### config.mk
export PLATFORM = sky130hd
export DESIGN_NAME = rggen_trigger_request
export DESIGN_NICKNAME = d
export VERILOG_FILES = /design/src/rtl/rggen_rtl_pkg.sv /design/src/rtl/rggen_trigger_request_channel.sv /design/src/rtl/rggen_trigger_request.sv
export SDC_FILE = /design/constraint.sdc
export NUM_CORES = 1
export LEC_CHECK = 0
export ABC_AREA = 1
export CAP_MARGIN = 20
export CORE_AREA = 2 2 39 41
export DETAILED_ROUTE_END_ITERATION = 8
export DIE_AREA = 0 0 41 43
export DONT_BUFFER_PORTS = 1
export PLACE_DENSITY = 0.52
export SYNTH_ARGS = -nofsm -noshare
export SYNTH_HDL_FRONTEND = slang
export SYNTH_HIERARCHICAL = 1
export SYNTH_SLANG_ARGS = --single-unit
### constraint.sdc
create_clock -name i_clk -period 1.1 [get_ports i_clk]
set_input_delay 0.22 -clock i_clk [delete_from_list [all_inputs] [get_ports i_clk]]
set_output_delay 0.22 -clock i_clk [all_outputs]
set_load 0.1 [all_outputs]
### src/rtl/rggen_rtl_pkg.sv
// Shared package for the rggen RTL blocks.
// Holds the per-channel FSM state type used by rggen_trigger_request_channel.
package rggen_rtl_pkg;

  // IDLE    : no trigger is pending (count == 0)
  // PENDING : at least one trigger is waiting for service (count > 0)
  typedef enum logic {
    TRIGGER_REQUEST_IDLE    = 1'b0,
    TRIGGER_REQUEST_PENDING = 1'b1
  } rggen_trigger_request_state_e;

endpackage

### src/rtl/rggen_trigger_request_channel.sv
// One trigger-request channel.
// Counts one-cycle trigger pulses, raises a level request while any trigger
// is pending and consumes one pending trigger per request/ack handshake.
// A trigger that arrives while the counter is full and no handshake
// completes is dropped and recorded in a sticky overflow flag.
//
// Ports
//   i_clk            : clock, rising edge
//   i_rst            : asynchronous active-high reset
//   i_trigger        : one-cycle trigger pulse
//   i_ack            : acknowledge from the downstream engine
//   i_overflow_clear : clears o_overflow on the next edge
//   o_request        : level request, high while triggers are pending
//   o_pending        : number of pending triggers
//   o_overflow       : sticky flag, a trigger was dropped
module rggen_trigger_request_channel
  import rggen_rtl_pkg::*;
#(
  parameter int COUNT_WIDTH = 4
)(
  input  logic                   i_clk,
  input  logic                   i_rst,
  input  logic                   i_trigger,
  input  logic                   i_ack,
  input  logic                   i_overflow_clear,
  output logic                   o_request,
  output logic [COUNT_WIDTH-1:0] o_pending,
  output logic                   o_overflow
);

  localparam logic [COUNT_WIDTH-1:0] COUNT_ONE = COUNT_WIDTH'(1);
  localparam logic [COUNT_WIDTH-1:0] COUNT_MAX = '1;

  rggen_trigger_request_state_e state;
  rggen_trigger_request_state_e state_next;
  logic [COUNT_WIDTH-1:0]       count;
  logic [COUNT_WIDTH-1:0]       count_next;
  logic                         overflow;
  logic                         overflow_next;
  logic                         handshake;

  // The request is a pure decode of the registered state, so there is no
  // combinational path from any input to o_request.
  assign o_request  = (state == TRIGGER_REQUEST_PENDING);
  assign o_pending  = count;
  assign o_overflow = overflow;

  // An ack only counts while the request is actually raised.
  assign handshake  = o_request && i_ack;

  always_ff @(posedge i_clk or posedge i_rst) begin
    if (i_rst) begin
      state    <= TRIGGER_REQUEST_IDLE;
      count    <= '0;
      overflow <= 1'b0;
    end else begin
      state    <= state_next;
      count    <= count_next;
      overflow <= overflow_next;
    end
  end

  always_comb begin
    state_next    = state;
    count_next    = count;
    overflow_next = overflow;

    // Clear first so that a simultaneous set below takes priority.
    if (i_overflow_clear) begin
      overflow_next = 1'b0;
    end

    unique case (state)
      TRIGGER_REQUEST_IDLE: begin
        if (i_trigger) begin
          count_next = COUNT_ONE;
          state_next = TRIGGER_REQUEST_PENDING;
        end
      end
      TRIGGER_REQUEST_PENDING: begin
        if (i_trigger && !handshake) begin
          if (count == COUNT_MAX) begin
            overflow_next = 1'b1;
          end else begin
            count_next = count + COUNT_ONE;
          end
        end else if (handshake && !i_trigger) begin
          count_next = count - COUNT_ONE;
          if (count == COUNT_ONE) begin
            state_next = TRIGGER_REQUEST_IDLE;
          end
        end
        // Trigger together with a handshake: one in, one out, no change.
      end
      default: begin
        state_next = TRIGGER_REQUEST_IDLE;
        count_next = '0;
      end
    endcase
  end

endmodule

### src/rtl/rggen_trigger_request.sv
// Multi-channel trigger-request block.
// Instantiates WIDTH independent trigger-request channels and packs their
// pending counts into o_pending (channel n at [n*COUNT_WIDTH +: COUNT_WIDTH]).
//
// Ports
//   i_clk            : clock, rising edge
//   i_rst            : asynchronous active-high reset
//   i_trigger        : per-channel one-cycle trigger pulses
//   o_request        : per-channel level request
//   i_ack            : per-channel acknowledge
//   o_pending        : packed per-channel pending counts
//   o_overflow       : per-channel sticky dropped-trigger flag
//   i_overflow_clear : per-channel clear of o_overflow
module rggen_trigger_request
  import rggen_rtl_pkg::*;
#(
  parameter int WIDTH       = 1,
  parameter int COUNT_WIDTH = 4
)(
  input  logic                         i_clk,
  input  logic                         i_rst,
  input  logic [WIDTH-1:0]             i_trigger,
  output logic [WIDTH-1:0]             o_request,
  input  logic [WIDTH-1:0]             i_ack,
  output logic [WIDTH*COUNT_WIDTH-1:0] o_pending,
  output logic [WIDTH-1:0]             o_overflow,
  input  logic [WIDTH-1:0]             i_overflow_clear
);

  logic [COUNT_WIDTH-1:0] pending [WIDTH];

  for (genvar g = 0; g < WIDTH; g++) begin : g_channel
    rggen_trigger_request_channel #(
      .COUNT_WIDTH (COUNT_WIDTH)
    ) u_channel (
      .i_clk            (i_clk),
      .i_rst            (i_rst),
      .i_trigger        (i_trigger[g]),
      .i_ack            (i_ack[g]),
      .i_overflow_clear (i_overflow_clear[g]),
      .o_request        (o_request[g]),
      .o_pending        (pending[g]),
      .o_overflow       (o_overflow[g])
    );

    assign o_pending[g*COUNT_WIDTH +: COUNT_WIDTH] = pending[g];
  end

endmodule

### Word-level counts from Yosys, hierarchy flattened

Cells that the tools add are included.

| storage, ports and cells | value |
|---|---|
| register bits after elaboration | 6 |
| latch bits | 0 |
| memory bits (writable) | 0 |
| memory bits (read-only) | 0 |
| bits of input ports | 5 |
| logic and storage cells | 31 |
| memories kept | 0 |

| operators by class | value |
|---|---|
| add/subtract/negate cells | 2 |
| multiply operators | 0 |
| divide/modulo/power cells | 0 |
| magnitude comparators | 0 |
| eq/ne operators | 5 |
| shift operators | 0 |
| multiplexer cells | 14 |
| bitwise gates (word level) | 1 |
| reductions and logical operators | 6 |

Operators with widths:

| operator | number |
|---|---|
| 4-bit 2-to-1 mux | 4 |
| 1-bit 2-to-1 mux | 8 |
| 4-bit case mux with 2 select lines | 1 |
| 3-bit != test, second input constant | 2 |
| 4-bit by 1-bit adder with 4-bit output, second input constant | 1 |
| 4-bit by 1-bit equality test with 1-bit output, second input constant | 1 |
| 4-bit equality test, second input constant | 1 |
| 4-bit by 1-bit subtractor with 4-bit output, second input constant | 1 |
| 1-bit logical AND | 3 |
| 3-bit AND reduction | 1 |
| 1-bit zero test | 2 |
| 2-bit != test, second input constant | 1 |
| 1-bit case mux with 2 select lines | 1 |
| 1-bit inverter | 1 |

### Logic depth before layout (Yosys ltp)

| logic depth | value |
|---|---|
| depth after elaboration | 5 |
| depth in mapped cells | 9 |
| mapped depth without buffers | 9 |

### Least setup slack after synthesis

Ideal clock, no wire load.

| path | value |
|---|---|
| path kind | register to register |
| from | register g_channel[0].u_channel.count[0] |
| to | register g_channel[0].u_channel.count[0] |
| library setup time | 0.093 ns |
| data arrival time | 1.827 ns |
| required time | 1.007 ns |
| slack | -0.820 ns |
| cell stages (with the launch flop) | 10 |
| path buffers | 0 |
| cell sequence | dfrtp_1 ha_1 nand2_1 nor2_1 nand2_1 nand2_2 inv_2 nand2_1 nand2_1 o21ai_0 |

| between the ends | value |
|---|---|
| word-level cells in the longest chain between the ends | 4 |
| elaborated cells on any way between the ends | 9 |

Ends and longest elaborated chain:

| item | RTL line | text |
|---|---|---|
| from (decl) | rggen_trigger_request_channel.sv:36 | `logic [COUNT_WIDTH-1:0] count;` |
| from (signal assigned) | rggen_trigger_request_channel.sv:58 | `count <= count_next;` |
| 4-bit by 1-bit subtractor with 4-bit output or 4-bit by 1-bit adder with 4-bit output (tied branches) | rggen_trigger_request_channel.sv:88, rggen_trigger_request_channel.sv:85 |  |
| 4-bit 2-to-1 mux, on equally long branches | rggen_trigger_request_channel.sv:87, rggen_trigger_request_channel.sv:82 |  |
| 4-bit 2-to-1 mux | rggen_trigger_request_channel.sv:81 | `if (i_trigger && !handshake) begin` |
| 4-bit case mux with 2 select lines | rggen_trigger_request_channel.sv:73 | `unique case (state)` |

Parallel ways exist; a longest one is shown, timed or not. The select of a mux whose other input is x is not followed.
A chain may end at the register's enable or synchronous reset.

### Final worst setup path

Ends and elaborated chain as after synthesis.

==> metrics.txt <==
busiest grt layer=met2; # diodes=0; slowest CP cell=dfrtp_4; Core ar.=about 1400 sq um; I/O pin cnt=11; Slew HR=0.833; footprint of the multi-input gates=about 250 sq um; unrepaired setup endpoints after global routing=yes; Synth warnings=6; Seq cells post-synth=6; Slew Viols, Final=0; fillcell total=~130; Crit Reg-Reg Startpoint=g_channel[0].u_channel/o_pending[0]; Hold EP=g_channel[0].u_channel/o_overflow; crit path DAT=1.42 ns; clock slew at reported path FFs=roughly 0.050 ns; fin worst setup slack=-0.207 ns; leading cell type in the layout, fill and taps excluded=nand2_1; hold_sp=i_overflow_clear; Total Neg Setup Slack=-1.24 ns; Routed WL per cell=roughly 11 um; Hold Crit Depth=1; buffers added on ports=0; WS Path Type=register to register; first-pass GRT wire length=~1.6 mm; Final HPWL DP=756 um; Max Cap Violations=0; Via density=4.61; grt total ovfl=0; FF-to-FF setup slack=-0.21 ns; met1 Resource Use GR=0.178; Area Growth Syn to Fin=72.3%; Mapped Area=407 sq um; Final Setup Violations=10; commonest non-fill, non-tap cells in the layout=nand2_1, buf_4, inv_1; clock root buffer=clkbuf_4; status=complete, but fails checks; CTS tree=yes; Reg2Reg Depth=9; Rows=14; slew at the pin with the worst max-slew slack=0.251 ns; post-layout net count=84; area leader, netlist=dfrtp_1; worst skew pair latency=about 0.24 ns; Worst Setup Start Kind=register; Detailed Route WL=slightly above 1 mm; layout cell share with drive strength beyond 1=0.473; vias in the first global route=just over 400; Final Hold Violating Endpoints=0; CTS buffer count=3; Placer Congestion=slightly above 0.8; Detail Route Antenna Nets=0; clock sink total=6; DRC Markers=0; register area=168 sq um; GR Util All Layers=0.132; top cell type's share of synthesized area=0.369; Hold Path Class=primary input to register; family with the most delay on the worst path=flip-flops; H-tree depth=1; pre-CTS setup slack=-0.183 ns; Gate Count Post-Synth=56; Worst Path Buf+Inv=1; failing checks=setup timing; Die H=between 40 and 50 um; final core utilization=0.506; via count=415; Setup crit end kind=register; Worst Path Required=1.22 ns; Iter 0 DRT Violations=4; Final min period=around 1.3 ns; sequential-to-total area share from yosys stat=0.369; Starting Density=0.294; Fmax=~770 MHz; 1st-pass router iterations=4; Worst R2R End=g_channel[0].u_channel/o_pending[0]; crit path cell chain=ha_4 -> nand2_2 -> nor2_1 -> nand2_1 -> nand2_2 -> inv_4 -> nand2_4 -> nand2_2 -> o21ai_1; CP most frequent cell=nand2_2; Synth area leaders=dfrtp_1, nand2_1, ha_1; largest net degree at the start of global routing=8; crit-path max FO=5; Worst path max stage delay=roughly 0.5 ns; clock skew=slightly below 0.007 ns; die area=1760 sq um; Max clock buf depth=2; period utilization=1.19; met2 Use GR=0.191; met3 Track Usage GR=0; Netlist cell types=15; initial antenna violation count=0; die width=41 um; Synth Net Count=64; Synth Area per Inst=7.26 sq um
per-layer routing:
metal	vias to the layer above	part of all wire	wire (um)
li1	211	-	-
met1	198	0.46	468
met2	6	0.52	533
met3	0	0.015	15
met4	0	0	0
met5	-	0	0
Yosys cell counts:
cell type / count
ha_1: 3
nor2_1: 6
nand3_1: 3
a21oi_1: 2
dfrtp_1: 6
xnor2_1: 2
nand3_2: 1
o22ai_1: 2
nand2_1: 14
nand2_2: 2
buf_4: 1
inv_1: 8
inv_2: 1
nor3_1: 1
o21ai_0: 4
state kept, by name, indices dropped and copies added, names as in the netlist:
name / count
g_channel.u_channel/o_pending: 4
g_channel.u_channel/o_overflow: 1
g_channel.u_channel/o_request: 1
through the flow:
step	instance area, sq um	std cells	hold slack (ns)
finish	701	90	0.0677
floorplan	442	56	0.0109
detailed placement	592	86	0.0449
global route	701	90	0.0587
CTS	684	90	0.0574
global placement	592	86	0.0470
cells by family after synthesis:
group	Yosys count	synth area share
AO/OA/AOI/OAI	8	0.105
flip-flops	6	0.369
XOR/XNOR	2	0.0431
AND/OR/NAND/NOR	27	0.289
adder cells (fa/ha/maj)	3	0.0923
buffers and inverters	10	0.102
worst max-delay path by stage:
stage	cells after the start	startpoint	to	slack (ns)
floorplan	9	g_channel[0].u_channel/o_pending[0]	g_channel[0].u_channel/o_pending[0]	-0.35
global placement	9	g_channel[0].u_channel/o_pending[1]	g_channel[0].u_channel/o_pending[0]	-0.19
detailed placement	9	g_channel[0].u_channel/o_pending[0]	g_channel[0].u_channel/o_pending[0]	-0.18
CTS	2	g_channel[0].u_channel/o_pending[0]	o_pending[0]	-0.19
global route	9	g_channel[0].u_channel/o_pending[1]	g_channel[0].u_channel/o_pending[0]	-0.25
finish	9	g_channel[0].u_channel/o_pending[0]	g_channel[0].u_channel/o_pending[0]	-0.21
repair_timing:
action,in CTS,in global routing
setup buffers,1,0
hold endpoints to repair,6,0
pin swaps,0,1
gates resized for setup,16,4
hold buffers,1,0
setup endpoints to repair,10,10
final cells by class:
class	instances	share of cell area
Timing Repair Buffer	16	0.287
Multi-Input combinational cell	40	0.361
Sequential cell	6	0.239
Tap cell	16	0.0286
Clock buffer	3	0.0321
Inverter	9	0.0518
Power is not shown: default switching activity piles up to over one toggle a cycle in this logic, so the estimate is an artifact.
